### src/rtl/serdesphy_rx_aligner.sv
// RX frame aligner: hunts for the sync marker in the recovered bit stream,
// verifies and locks on consecutive markers, then emits payload nibbles.
module serdesphy_rx_aligner #(
    parameter logic [7:0]  SYNC_WORD     = 8'hD5,
    parameter int unsigned FRAME_NIBBLES = 16,
    parameter int unsigned LOCK_COUNT    = 3,
    parameter int unsigned LOSS_COUNT    = 2
) (
    input  logic       clk,
    input  logic       rst,
    input  logic       rx_align_rst,
    input  logic       rx_serial_data,
    input  logic       rx_serial_valid,
    input  logic       rx_serial_error,
    output logic [3:0] rx_data,
    output logic       rx_valid,
    output logic       rx_aligned,
    output logic [1:0] align_state,
    output logic [7:0] sync_miss_cnt,
    output logic       rx_bit_err
);

    localparam int unsigned PAYLOAD_BITS = 4 * FRAME_NIBBLES;
    localparam int unsigned FRAME_BITS   = 8 + PAYLOAD_BITS;
    localparam int unsigned POS_W        = $clog2(FRAME_BITS);
    localparam int unsigned CNT_W        = 4;

    localparam logic [1:0] ST_HUNT    = 2'b00;
    localparam logic [1:0] ST_VERIFY  = 2'b01;
    localparam logic [1:0] ST_LOCKED  = 2'b10;
    localparam logic [1:0] ST_ILLEGAL = 2'b11;

    localparam logic [POS_W-1:0] POS_LAST    = POS_W'(FRAME_BITS - 1);
    localparam logic [POS_W-1:0] POS_PAY_END = POS_W'(PAYLOAD_BITS);
    localparam logic [CNT_W-1:0] LOCK_TGT    = CNT_W'(LOCK_COUNT);
    localparam logic [CNT_W-1:0] LOSS_TGT    = CNT_W'(LOSS_COUNT);

    // State and datapath registers
    logic [1:0]       r_state;
    logic [6:0]       r_sr;          // last 7 accepted bits; the 8th comes from the input
    logic [POS_W-1:0] r_pos;
    logic [CNT_W-1:0] r_good;
    logic [CNT_W-1:0] r_miss;
    logic [3:0]       r_data;
    logic             r_valid;
    logic             r_aligned;
    logic [7:0]       r_miss_cnt;
    logic             r_bit_err;

    // Next-state values
    logic [1:0]       w_state_nxt;
    logic [6:0]       w_sr_nxt;
    logic [POS_W-1:0] w_pos_nxt;
    logic [CNT_W-1:0] w_good_nxt;
    logic [CNT_W-1:0] w_miss_nxt;
    logic [3:0]       w_data_nxt;
    logic             w_valid_nxt;
    logic [7:0]       w_miss_cnt_nxt;
    logic             w_bit_err_nxt;

    // Helper terms
    logic [7:0]       w_sr_shift;
    logic             w_marker_ok;
    logic             w_at_last;
    logic [POS_W-1:0] w_pos_inc;
    logic             w_nib_end;
    logic [CNT_W-1:0] w_good_inc;
    logic [CNT_W-1:0] w_miss_inc;
    logic [7:0]       w_miss_cnt_sat;

    // Shift-register lookahead, frame position and counter increments
    assign w_sr_shift     = {r_sr, rx_serial_data};
    assign w_marker_ok    = (w_sr_shift == SYNC_WORD);
    assign w_at_last      = (r_pos == POS_LAST);
    assign w_pos_inc      = w_at_last ? '0 : r_pos + POS_W'(1);
    assign w_nib_end      = (r_pos < POS_PAY_END) && (r_pos[1:0] == 2'b11);
    assign w_good_inc     = r_good + CNT_W'(1);
    assign w_miss_inc     = r_miss + CNT_W'(1);
    assign w_miss_cnt_sat = (r_miss_cnt == 8'hFF) ? 8'hFF : r_miss_cnt + 8'd1;

    // Next-state logic for the HUNT/VERIFY/LOCKED machine and its counters
    always_comb begin
        w_state_nxt    = r_state;
        w_sr_nxt       = r_sr;
        w_pos_nxt      = r_pos;
        w_good_nxt     = r_good;
        w_miss_nxt     = r_miss;
        w_data_nxt     = r_data;
        w_valid_nxt    = 1'b0;
        w_miss_cnt_nxt = r_miss_cnt;
        w_bit_err_nxt  = r_bit_err;

        if (r_state == ST_ILLEGAL) begin
            // Recover from an unreachable encoding without waiting for a bit
            w_state_nxt = ST_HUNT;
            w_pos_nxt   = '0;
            w_good_nxt  = '0;
            w_miss_nxt  = '0;
        end else if (rx_serial_valid) begin
            w_sr_nxt = w_sr_shift[6:0];
            case (r_state)
                ST_HUNT: begin
                    if (w_marker_ok) begin
                        w_pos_nxt   = '0;
                        w_good_nxt  = CNT_W'(1);
                        w_miss_nxt  = '0;
                        w_state_nxt = (LOCK_TGT == CNT_W'(1)) ? ST_LOCKED : ST_VERIFY;
                    end
                end
                ST_VERIFY: begin
                    w_pos_nxt = w_pos_inc;
                    if (w_at_last) begin
                        if (w_marker_ok) begin
                            w_good_nxt = w_good_inc;
                            if (w_good_inc == LOCK_TGT) begin
                                w_state_nxt = ST_LOCKED;
                                w_miss_nxt  = '0;
                            end
                        end else begin
                            // Bad marker: drop back; the search restarts on the next bit
                            w_state_nxt    = ST_HUNT;
                            w_good_nxt     = '0;
                            w_miss_cnt_nxt = w_miss_cnt_sat;
                        end
                    end
                end
                ST_LOCKED: begin
                    w_pos_nxt = w_pos_inc;
                    if (rx_serial_error) begin
                        w_bit_err_nxt = 1'b1;
                    end
                    if (w_nib_end) begin
                        w_valid_nxt = 1'b1;
                        w_data_nxt  = w_sr_shift[3:0];
                    end
                    if (w_at_last) begin
                        if (w_marker_ok) begin
                            w_miss_nxt = '0;
                        end else begin
                            // Flywheel through isolated misses; lose lock after LOSS_COUNT
                            w_miss_nxt     = w_miss_inc;
                            w_miss_cnt_nxt = w_miss_cnt_sat;
                            if (w_miss_inc == LOSS_TGT) begin
                                w_state_nxt = ST_HUNT;
                                w_miss_nxt  = '0;
                                w_good_nxt  = '0;
                            end
                        end
                    end
                end
                default: begin
                    w_state_nxt = ST_HUNT;
                end
            endcase
        end
    end

    // State, counters and registered outputs; both resets clear everything
    always_ff @(posedge clk) begin
        if (rst || rx_align_rst) begin
            r_state    <= ST_HUNT;
            r_sr       <= '0;
            r_pos      <= '0;
            r_good     <= '0;
            r_miss     <= '0;
            r_data     <= '0;
            r_valid    <= 1'b0;
            r_aligned  <= 1'b0;
            r_miss_cnt <= '0;
            r_bit_err  <= 1'b0;
        end else begin
            r_state    <= w_state_nxt;
            r_sr       <= w_sr_nxt;
            r_pos      <= w_pos_nxt;
            r_good     <= w_good_nxt;
            r_miss     <= w_miss_nxt;
            r_data     <= w_data_nxt;
            r_valid    <= w_valid_nxt;
            r_aligned  <= (w_state_nxt == ST_LOCKED);
            r_miss_cnt <= w_miss_cnt_nxt;
            r_bit_err  <= w_bit_err_nxt;
        end
    end

    assign rx_data       = r_data;
    assign rx_valid      = r_valid;
    assign rx_aligned    = r_aligned;
    assign align_state   = r_state;
    assign sync_miss_cnt = r_miss_cnt;
    assign rx_bit_err    = r_bit_err;

endmodule

### config.mk
export PLATFORM = sky130hd
export DESIGN_NAME = serdesphy_rx_aligner
export DESIGN_NICKNAME = d
export VERILOG_FILES = /design/src/rtl/serdesphy_rx_aligner.sv
export SDC_FILE = /design/constraint.sdc
export NUM_CORES = 1
export LEC_CHECK = 0
export CAP_MARGIN = 20
export CORE_ASPECT_RATIO = 0.75
export CORE_MARGIN = 8
export CORE_UTILIZATION = 45
export DETAILED_ROUTE_END_ITERATION = 10
export PLACE_DENSITY_LB_ADDON = 0.2
export SETUP_SLACK_MARGIN = 0.4
export SLEW_MARGIN = 20
export SYNTH_ARGS = -nofsm -noshare
export SYNTH_HDL_FRONTEND = slang
export SYNTH_SLANG_ARGS = --single-unit
export TNS_END_PERCENT = 20
### constraint.sdc
create_clock -name clk -period 5.89 [get_ports clk]
set_clock_uncertainty 0.15 [all_clocks]
set_input_delay 1.178 -clock clk [delete_from_list [all_inputs] [get_ports clk]]
set_output_delay 1.178 -clock clk [all_outputs]
set_load 0.005 [all_outputs]
After elaboration in Yosys (flattened, before gate mapping)
Cells that the tools add are included.
{"block": "classes", "n_addsub": 4, "order_cmp": 1, "n_eq_ne": 17, "muxes": 30, "n_bitwise": 4, "n_reduce_logical": 15}
{"op": "4-bit two-way mux", "n": 13}
{"op": "4-bit case mux with 3 select lines", "n": 2}
{"op": "2-bit two-way mux", "n": 9}
{"op": "8-bit equality test (second input constant)", "n": 2}
{"op": "7-bit two-way mux", "n": 2}
{"op": "2-bit inequality test (second input constant)", "n": 7}
{"op": "7-bit case mux with 2 select lines", "n": 1}
{"op": "7-bit AND reduction", "n": 2}
{"op": "4-bit by 1-bit adder with 4-bit output (second input constant)", "n": 2}
{"op": "8-bit by 1-bit adder with 8-bit output (second input constant)", "n": 1}
{"op": "2-bit equality test (second input constant)", "n": 4}
{"op": "4-bit by 2-bit equality test with 1-bit output (second input constant)", "n": 2}
{"op": "8-bit two-way mux", "n": 1}
{"op": "4-bit AND reduction", "n": 2}
{"op": "7-bit by 1-bit adder with 7-bit output (second input constant)", "n": 1}
{"op": "7-bit equality test (second input constant)", "n": 1}
{"op": "7-bit less-than comparator (second input constant)", "n": 1}
{"op": "2-bit case mux with 3 select lines", "n": 1}
{"op": "5-bit AND reduction", "n": 1}
{"op": "1-bit inverter", "n": 4}
{"op": "2-bit OR reduction", "n": 2}
{"op": "4-bit OR reduction", "n": 1}
{"op": "3-bit AND reduction", "n": 1}
{"op": "3-bit nonzero test", "n": 1}
{"op": "7 further kinds", "n": 7}
{"block": "word_totals", "register_bits": 39, "out_inout_bits": 17}

Depth between registers and ports, before layout
{"block": "logic_depth", "ltp_word": 9, "ltp_mapped": 8}

Least setup slack after synthesis
Ideal clock, no wire load.
{"block": "synth_path", "path_type": "input -> register", "from": "input rx_serial_valid", "to": "register r_miss_cnt[5], in the netlist sync_miss_cnt[5]", "setup_ns": 0.091, "arrival_ns": 2.485, "required_time_ns": 5.649, "slack_ns": 3.164, "cell_stages": 7, "n_path_buf": 2, "path_cell_list": "nor2b_1 > clkbuf_1 > and4_2 > buf_2 > a21boi_0 > nor2_1 > a311oi_1"}
{"block": "synth_between", "elab_chain_cells": 1}
{"element": "from (decl)", "line_no": "13", "rtl": "input logic rx_serial_valid,"}
{"element": "5-bit AND reduction (no line)"}
{"element": "to (signal assigned)", "line_no": "180", "rtl": "r_miss_cnt <= w_miss_cnt_nxt;"}
{"element": "to (decl)", "line_no": "47", "rtl": "logic [7:0] r_miss_cnt;"}
Every way passes these cells.
A chain may end at the register's enable or synchronous reset.

Worst setup path after layout
{"block": "layout_path", "from": "input rx_serial_valid", "to": "register r_miss[3]"}
{"block": "layout_between", "elab_chain_cells": 1}
{"element": "7-bit AND reduction (no line)"}
{"element": "to (signal assigned)", "line_no": "176", "rtl": "r_miss <= w_miss_nxt;"}
{"element": "to (decl)", "line_no": "43", "rtl": "logic [CNT_W-1:0] r_miss;"}
Every way passes these cells.

==> results.toml <==
[synth]
synthArstFlopShare_pct = 0
yosys.area_share.simple_pct = 26.64
synthesis.nets = 254
synth_area_leaders = "dfxtp_1, ha_1, nand2_1, a21oi_1, nor2_1"
synth_flop_cell = "dfxtp_1"
synth_mux_area_share_pct = 3.406
syn_avg_cell_area_sq_um = 8.643
synth_compound_area_share_pct = 19.10
ys_ff_latch = 39
netlist_instances = 238
synth_area_sq_mm = 0.002057
synth_cell_types = 51
synth-seq-area-share_pct = 37.96
synth_edf_count = 0
synth_top_family_by_area = "simple AND/OR/NAND/NOR gates"
synth_top_area_share_pct = 37.96
synth_top_area_cell = "dfxtp_1"
synth_fa_ha_area_share_pct = 6.083
yosysWarnings = 0
synth-xor-area-share_pct = 2.129

[floorplan]
initial_core_util_pct = 46.32
die_h_um = 74.55
io_pins = 23
die-area_sq_mm = 0.007013
die_w_um = 94.07
core-area_sq_mm = 0.004441
rows = 21

[timing]
fin_crit_sh_pct = 60.25
tightest_slew_ns = 0.8958
period_needed_ns = 3.549
setup_violations = 0
setup_tns_ns = 0
fmax_mhz = 281.8
slew_violations = 0
hold_viol = 0
rsz0062_at_grt = "no"
slew-limit-headroom_pct = 40.16

[clocking]
clock_sinks = 39
cts_max_level = 2
cts_tree = "yes"
holdBufCountCts = 0
numCtsBuffers = 5
cts_setup_buffers = 0
clk_latency_ns = 0.29
ctsRootBufferMaster = "clkbuf_8"
clk_pin_slew_ns = 0.08
clockBufferDepth = 2
ctsResizeCount = 0

[worst_setup_path]
rr_worst_depth = 6
crit_path_cell_trace = "clkdlybuf4s50_1 -> nor2b_1 -> o2bb2a_4 -> nor4_1 -> a41oi_1 -> a311oi_1"
worstReg2RegStart = "align_state[0]$_SDFF_PP0_"
cp_num_buf_inv = 1
slowest_delay_ns = 0.74
r2r_end = "r_miss[3]$_SDFFE_PP0P_"
cp.required_ns = 5.94
crit_fanout = 12
crit_family = "simple AND/OR/NAND/NOR gates"
end_kind = "register"
critPathArrivalTime_ns = 3.60
r2r_setup_slack_ns = 3.18
crit_path_start_kind = "input port"
critPathSlowestCell = "nor2b_1"
path_class = "input port to register"

[power]
vdd_ir_drop_max_mv = 0.1482
p_leak_nw = 0.7746
power_density_mw_per_mm2 = 207.4

[worst_hold_path]
hp-class = "register to register"
min_from = "r_sr[6]$_SDFFE_PP0P_"
worst_hold_path.endpoint = "r_sr[6]$_SDFFE_PP0P_"
worstHoldPathCells = 2

[placed_design]
dp.cells = 309
numPortBuffers = 22
gp_congestion = 0.8622
hpwlAfterDp_um = 3106

[grt]
antenna_found_initial = 0
grt_pass1_vias = 1562
overflow = 0
grt_pass1_wl_um = 7189
track_usage_pct = 12.67
grt_start_max_net_pins = 22

[cells_and_area]
finalNonFillerCells = 317
fin_nets = 275
syn_to_final_growth_pct = 16.97
drive_gt1_share_pct = 9.231
antennaDiodeCount = 0

[route]
num_vias = 1739
wl_um = 4243
drtIter0Drc = 134
final_antenna_net_count = 0
vias_per_cell = 5.486
dr.pass1.iters = 4
post_drt_wl_per_cell_um = 13.38
drc = 0

[job]
maxCapViolations = 0

[status]
status = "finished clean"
layout make-up:
cell class	instances	area [sq um]
Clock buffer	5	68.82
Clock inverter	3	43.79
Fill cell	392	2034
Inverter	11	41.29
Multi-Input combinational cell	180	1180
Sequential cell	39	780.7
Tap cell	57	71.32
Timing Repair Buffer	22	220.2
Yosys cell counts, types with 2 or more instances:
library cell	n
ha_1	10
xor2_1	4
and4b_1	2
clkbuf_1	4
nand4_1	7
a31oi_1	2
or3_1	2
buf_6	2
o32ai_1	2
nor2_1	24
nand2_1	27
nand2b_1	2
nand3_1	10
o21ai_0	7
or4_1	3
and2_1	5
a311oi_1	7
and3_1	5
inv_1	11
nor2b_1	2
dfxtp_1	39
mux2i_1	7
nand4b_1	2
a21oi_1	20
or2_2	2
a211oi_1	5
how the worst max path moves through the flow:
stage | slack [ns] | to | cells after the start | from
2_1_floorplan | 3.16 | sync_miss_cnt[5]$_SDFFE_PP0P_ | 7 | rx_serial_valid
3_3_place_gp | 2.17 | r_good[2]$_SDFFE_PP0P_ | 7 | rx_serial_valid
3_5_place_dp | 2.10 | r_good[2]$_SDFFE_PP0P_ | 7 | rx_serial_valid
4_1_cts | 2.38 | r_good[2]$_SDFFE_PP0P_ | 7 | rx_serial_valid
5_1_grt | 2.15 | r_miss[3]$_SDFFE_PP0P_ | 6 | rx_serial_valid
6_report | 2.34 | r_miss[3]$_SDFFE_PP0P_ | 6 | rx_serial_valid
sequential cells by signal, summed over array words and instances (netlist names), 2 cells and up:
name / cells
align_state: 2
r_good: 4
r_miss: 4
r_pos: 7
r_sr: 7
rx_data: 4
sync_miss_cnt: 8
metal layers:
metal / global-route usage [%] / part of all wire, %
met5: 0 / 0
met3: 4.435 / 6.2
met2: 17.66 / 42
met4: 3.853 / 0.82
met1: 17.64 / 51
through the flow:
step                area, sq um  setup slack [ns]  hold WS, ns  utilization, %  total power, mW
floorplan                  2057             3.164       0.2823               -           0.2796
global placement           2293             2.166       0.2932           51.65           0.2847
detailed placement         2293             2.103       0.2998           51.65           0.2847
CTS                        2406             2.384       0.3106           54.18           0.5060
global route               2406             2.154       0.3187           54.18           0.5174
finish                     2406             2.341       0.3145           54.18           0.4991
cells by family (layout without fill, tap and decap cells):
| family | count (synthesis) | count (layout) |
|---|---|---|
| AND/OR/NAND/NOR | 103 | 103 |
| AO/OA/AOI/OAI | 55 | 55 |
| flip-flops | 39 | 39 |
| buffers and inverters | 19 | 41 |
| adder cells (fa/ha/maj) | 10 | 10 |
| multiplexers | 7 | 7 |
| XOR/XNOR | 5 | 5 |
power by group:
part | switching (mW) | internal, mW | total [mW]
clock | 0.0944 | 0.126 | 0.220
combinational | 0.00933 | 0.00537 | 0.0147
sequential | 0.000283 | 0.264 | 0.264
total | 0.104 | 0.395 | 0.499
worst min-delay path, stage by stage, from the launching register on:
cell and delay, ns:
dfxtp_1 0.32, nand2_1 0.05, a21oi_1 0.05
placed cells by master, fill, tap and decap left out, types with 3 or more instances in the layout:
master           synthesis  layout
a211oi_1                 5       5
a21oi_1                 20      20
a311oi_1                 7       7
and2_1                   5       5
and3_1                   5       5
clkbuf_8                 0       5
clkdlybuf4s50_1          0      22
dfxtp_1                 39      39
ha_1                    10      10
inv_1                   11      11
mux2i_1                  7       7
nand2_1                 27      27
nand3_1                 10      10
nand4_1                  7       7
nor2_1                  24      24
o21ai_0                  7       7
or4_1                    3       3
xor2_1                   4       4
(Power assumes the default switching activity.)
==> patch 1 (same settings) <==
Register the inputs `rx_serial_data`, `rx_serial_valid` and `rx_serial_error` before use. The logic sees them one clock later.
--- a/src/rtl/serdesphy_rx_aligner.sv
+++ b/src/rtl/serdesphy_rx_aligner.sv
@@ -36,4 +36,14 @@
     localparam logic [CNT_W-1:0] LOSS_TGT    = CNT_W'(LOSS_COUNT);
 
+    logic rx_serial_data_q;
+    logic rx_serial_valid_q;
+    logic rx_serial_error_q;
+
+    always_ff @(posedge clk) begin
+        rx_serial_data_q  <= rx_serial_data;
+        rx_serial_valid_q <= rx_serial_valid;
+        rx_serial_error_q <= rx_serial_error;
+    end
+
     // State and datapath registers
     logic [1:0]       r_state;
@@ -70,5 +80,5 @@
 
     // Shift-register lookahead, frame position and counter increments
-    assign w_sr_shift     = {r_sr, rx_serial_data};
+    assign w_sr_shift     = {r_sr, rx_serial_data_q};
     assign w_marker_ok    = (w_sr_shift == SYNC_WORD);
     assign w_at_last      = (r_pos == POS_LAST);
@@ -97,5 +107,5 @@
             w_good_nxt  = '0;
             w_miss_nxt  = '0;
-        end else if (rx_serial_valid) begin
+        end else if (rx_serial_valid_q) begin
             w_sr_nxt = w_sr_shift[6:0];
             case (r_state)
@@ -127,5 +137,5 @@
                 ST_LOCKED: begin
                     w_pos_nxt = w_pos_inc;
-                    if (rx_serial_error) begin
+                    if (rx_serial_error_q) begin
                         w_bit_err_nxt = 1'b1;
                     end
Formal check against the unedited RTL: not equivalent (a bounded check fails within 10 cycles, from zero or initial values).
==> patch 1 against the original RTL <==
  * Power decreased by 2.0%
  * Highest routed layer unchanged
  * Design area increased by 2.3%
  * Wire length increased by 4.5%
  * Critical path depth unchanged
  * Sequential power increased by 8.3%
  * Area after synthesis increased by 2.7%
  * Sequential cell count increased by 3
  * Setup slack improved by 0.27 ns
  * Count of clock-buffer cells in the layout unchanged
==> patch 1: results (changes against the original RTL) <==
.. list-table::
   :header-rows: 1

   * - Metric
     - Value
   * - Post-synthesis sequential area ratio
     - 0.398 (+0.0185)
   * - Critical Path Slowest Stage Cell
     - nor2_1
   * - Layout Nets
     - 281 (+2.2%)
   * - Last element of the critical path
     - r_good[3]$_SDFFE_PP0P_
   * - Antenna diode count
     - 0 (unchanged)
   * - Fraction of final layout cells sized beyond drive strength 1
     - 0.0677 (-0.0246)
   * - Avg Inst Size Synth
     - 8.66 µm² (+0.15%)
   * - Synth Net Count
     - 260 (+2.4%)
   * - Number of fill cells
     - 410 (+4.6%)
   * - Global-route wire length before repair
     - 7500 µm (+4.3%)
   * - Number of global-route vias before repair
     - 1606 (+2.8%)
   * - Cell types with the largest area share after synthesis
     - dfxtp_1, ha_1, nand2_1, mux2i_1, a21oi_1
   * - Hold Path Class
     - reg2reg
   * - Estimated wirelength of the detail-placed design
     - 3150 µm (+1.4%)
   * - Clock insertion delay at the later pin of the skew report
     - approximately 0.30 ns
   * - Maximum fanout along the worst path
     - 22 (+10)
   * - Placement Setup Slack
     - 2.32 ns (+0.220 ns)
   * - Worst endpoint data arrival time
     - 3.37 ns (-0.23 ns)
   * - Length of the first detailed-routing pass in iterations
     - 5 (+1)
   * - Iter 0 DRT Violations
     - 99 (-26%)
   * - Worst-case vdd ir drop
     - 0.131 mV (-12%)
   * - Leak pwr
     - 0.000881 µW (+14%)
   * - Pin count of the biggest net entering global routing
     - 23 (+4.5%)
   * - Port Buffer Count
     - 22 (unchanged)
   * - Distinct cells, synth
     - 54 (+5.9%)
   * - Final routed wire length divided by cell count
     - 13.7 µm (+2.6%)
   * - Top post-synthesis cells by count
     - dfxtp_1, nand2_1, nor2_1
   * - Crit-path max cell delay
     - 0.59 ns (-0.15 ns)
   * - Post-Route WL
     - 4440 µm (+4.5%)
   * - Worst setup path startpoint
     - rx_align_rst
   * - Max-slew headroom at the worst pin
     - 0.480 (+0.0784)
   * - Async set-or-reset flop fraction in the synthesized netlist
     - 0 (unchanged)
   * - Detailed-route vias per instance
     - 5.52 (+0.63%)
   * - Post-placement cell count
     - 315 (+1.9%)
   * - H-tree depth
     - 2 (unchanged)
   * - Run status
     - finished, final reports clean
   * - Final weighted congestion of routability-driven global placement
     - 0.864 (+0.22%)
   * - Minimum setup slack among reg-to-reg paths
     - 3.26 ns (+0.08 ns)
   * - Setup slack after layout
     - 2.61 ns (+0.271 ns)
   * - Endpoint of the worst-slack reg-to-reg timing path
     - r_good[2]$_SDFFE_PP0P_
   * - Global-route usage over all layers
     - 0.131 (+0.00448)
[patch 1: layout make-up]
type	instances	share of cell area
Multi-Input combinational cell	182	0.484
Tap cell	57	0.0290
Clock inverter	3	0.00965
Inverter	12	0.0183
Timing Repair Buffer	22	0.0894
Sequential cell	42	0.341
Clock buffer	5	0.0279
[patch 1: cells by family after synthesis]
logic type | count (synthesis) | share of synthesized area
simple gates | 105 | 0.267
compound gates | 57 | 0.190
flops | 42 | 0.398
buf+inv | 20 | 0.0373
mux | 10 | 0.0480
fa+ha+maj | 10 | 0.0592
[patch 1: per-layer routing]
layer | GRT usage | part of all wire
met2 | 0.176 | 0.40
met5 | 0 | 0
met3 | 0.0463 | 0.066
met4 | 0.0431 | 0.0097
met1 | 0.187 | 0.53
[patch 1: per-stage QoR]
step | util | total power, µW | area (µm²) | hold WS, ns
floorplan | - | 301 | 2110 | 0.282
global placement | 0.527 | 306 | 2370 | 0.292
detailed placement | 0.527 | 306 | 2370 | 0.305
CTS | 0.548 | 496 | 2460 | 0.316
global route | 0.548 | 514 | 2460 | 0.346
finish | 0.548 | 489 | 2460 | 0.311
[patch 1: worst register-to-register path: stages (launching register included)]
cell       delay [ns]
dfxtp_1          0.38
ha_1             0.29
nor2b_1          0.64
o21ai_1          0.27
a211o_1          0.42
o2bb2ai_1        0.16
a22o_1           0.22
[patch 1: where the power goes]
part	switching, µW	leakage [µW]	total [µW]	internal [µW]
Clock	105	0.0000408	190	84.8
Combinational	8.25	0.000501	13.0	4.78
Sequential	1.15	0.000339	286	285
Total	115	0.000881	489	375
==> patch 2 (same flow settings) <==
Without the edit above. Set the localparam `CNT_W` to 6 (it was 4).
--- a/src/rtl/serdesphy_rx_aligner.sv
+++ b/src/rtl/serdesphy_rx_aligner.sv
@@ -24,5 +24,5 @@
     localparam int unsigned FRAME_BITS   = 8 + PAYLOAD_BITS;
     localparam int unsigned POS_W        = $clog2(FRAME_BITS);
-    localparam int unsigned CNT_W        = 4;
+    localparam int unsigned CNT_W        = 6;
 
     localparam logic [1:0] ST_HUNT    = 2'b00;
Formal check against the unedited RTL: same outputs for any inputs over 10 cycles, from zero or initial values; that may be too few to reach the edited logic, so the function may still have changed.
==> patch 2 against the original RTL <==
  * Sequential cell count rose by 4
  * Power grew 5.5%
  * Sequential share of layout area increased by 0.71 points
  * Area after synthesis up 8.5%
  * Design area rose by 7.9%
  * Wire length up 16%
  * Count of clock-buffer cells in the layout unchanged
  * Setup slack lost 0.014 ns
  * Largest cell class unchanged
  * Largest power group unchanged
==> patch 2: results (changes against the original RTL) <==
.. list-table::
   :header-rows: 1

   * - Metric
     - Value
   * - Detailed-route vias per instance
     - 5.59 (+1.9%)
   * - Count of final setup violators
     - 0 (unchanged)
   * - Critical Path Slowest Stage Cell
     - clkdlybuf4s50_1
   * - Estimated wirelength of the detail-placed design
     - 3610 µm (+16%)
   * - Worst-case vdd ir drop
     - 0.116 mV (-22%)
   * - Crit-path max cell delay
     - 0.58 ns (-0.16 ns)
   * - Async set-or-reset flop fraction in the synthesized netlist
     - 0 (unchanged)
   * - Hold Path Class
     - reg2reg
   * - Final weighted congestion of routability-driven global placement
     - 0.843 (-2.2%)
   * - Synth Net Count
     - 282 (+11%)
   * - Iter 0 DRT Violations
     - 106 (-21%)
   * - Cell types with the largest area share after synthesis
     - dfxtp_1, ha_1, nand2_1, nor2_1, a21oi_1
   * - Run status
     - finished, final reports clean
   * - Length of the first detailed-routing pass in iterations
     - 4 (unchanged)
   * - Count of buffers added by post-CTS timing repair for setup
     - 0 (unchanged)
   * - Total of cells resized after clock tree synthesis
     - 0 (unchanged)
   * - Layout Nets
     - 302 (+9.8%)
   * - Post-Route WL
     - 4930 µm (+16%)
   * - Number of antenna violations at the first check in global routing
     - 0 (unchanged)
   * - Clock insertion delay at the later pin of the skew report
     - approximately 0.3 ns
   * - Deepest clock path buffer count
     - 2 (unchanged)
   * - Worst slew pin tran
     - 1.00 ns (+0.107 ns)
   * - H-tree depth
     - 2 (unchanged)
   * - Global-route wire length before repair
     - 8340 µm (+16%)
   * - Number of fill cells
     - 467 (+19%)
   * - Post-synthesis sequential area ratio
     - 0.386 (+0.00609)
   * - Top post-synthesis cells by count
     - dfxtp_1, nand2_1, nor2_1
   * - Number of global-route vias before repair
     - 1729 (+11%)
   * - Placed inst area
     - 2490 µm² (+8.6%)
   * - Distinct cells, synth
     - 48 (-5.9%)
   * - Detailed route wirelength on metal3
     - 278 µm (+6.5%)
   * - Worst endpoint data arrival time
     - 3.62 ns (+0.02 ns)
   * - Met2 layer wire length in the routed design
     - 2080 µm (+16%)
   * - Total number of vias
     - 1935 (+11%)
   * - Num CTS Buffers
     - 5 (unchanged)
   * - Pin count of the biggest net entering global routing
     - 22 (unchanged)
   * - Post-placement cell count
     - 339 (+9.7%)
   * - Maximum fanout along the worst path
     - 12 (unchanged)
   * - Global-route usage over all layers
     - 0.131 (+0.00395)
   * - Fraction of final layout cells sized beyond drive strength 1
     - 0.0559 (-0.0364)
   * - CTS root buf
     - clkbuf_8
   * - Avg Inst Size Synth
     - 8.39 µm² (-2.9%)
   * - Metal-1 WL
     - 2530 µm (+18%)
   * - Number of flip-flops in the largest register
     - 8 (unchanged)
   * - Clock transition at the registers of the reported paths
     - 0.08 ns (about the same)
   * - Leak pwr
     - 0.000837 µW (+8.1%)
==> patch 2: cell families after synthesis <==
group / count (synthesis) / synth area share
and+or+nand+nor: 118 / 0.273
adders and majority gates: 10 / 0.0561
muxes: 10 / 0.0448
AOI/OAI and AO/OA: 57 / 0.170
xor gates and xnor gates: 9 / 0.0353
DFF: 43 / 0.386
buffers and inverters: 19 / 0.0353
==> patch 2: power by group <==
part | internal (µW) | total [µW] | switching [µW]
sequential | 291 | 291 | 0.300
combinational | 4.58 | 13.7 | 9.10
clock | 124 | 222 | 98.0
total | 419 | 526 | 107
==> patch 2: path summary, 6_finish.rpt <==
path,startpoint,to,slack [ns],cells past startpoint
max,rx_serial_valid,r_miss[5]$_SDFFE_PP0P_,2.33,7
min,r_sr[4]$_SDFFE_PP0P_,r_sr[5]$_SDFFE_PP0P_,0.32,2
max reg2reg,align_state[1]$_SDFF_PP0_,r_miss[5]$_SDFFE_PP0P_,3.14,7
min reg2reg,r_sr[4]$_SDFFE_PP0P_,r_sr[5]$_SDFFE_PP0P_,0.32,2
==> patch 2: final cells by class <==
| type | count | share of cell area |
|---|---|---|
| flip-flops and latches | 43 | 0.332 |
| clock buffers | 5 | 0.0265 |
| repair buffers | 23 | 0.0877 |
| multi-input cells | 204 | 0.498 |
| well taps | 60 | 0.0289 |
| inverters | 9 | 0.0130 |
| clock inverters | 2 | 0.0145 |
==> patch 2: routing by layer <==
layer  up-vias  GRT usage
met5         -          0
met4         0     0.0437
met3         5     0.0367
met2        49      0.192
met1       883      0.178
li1        998          -
==> patch 2: worst max-delay path, delay by kind of cell <==
kind | cells | cell delay, ns
and+or+nand+nor | 4 | 1.42
buffers and inverters | 1 | 0.58
AOI/OAI and AO/OA | 2 | 0.43
==> patch 2: metrics by stage <==
stage	hold WS, ns	util	setup WS (ns)
after floorplan	0.287	-	2.96
final	0.321	0.536	2.33
after global routing	0.344	0.536	2.17
after detailed placement	0.309	0.514	2.03
after CTS	0.326	0.536	2.36
after global placement	0.298	0.514	2.10
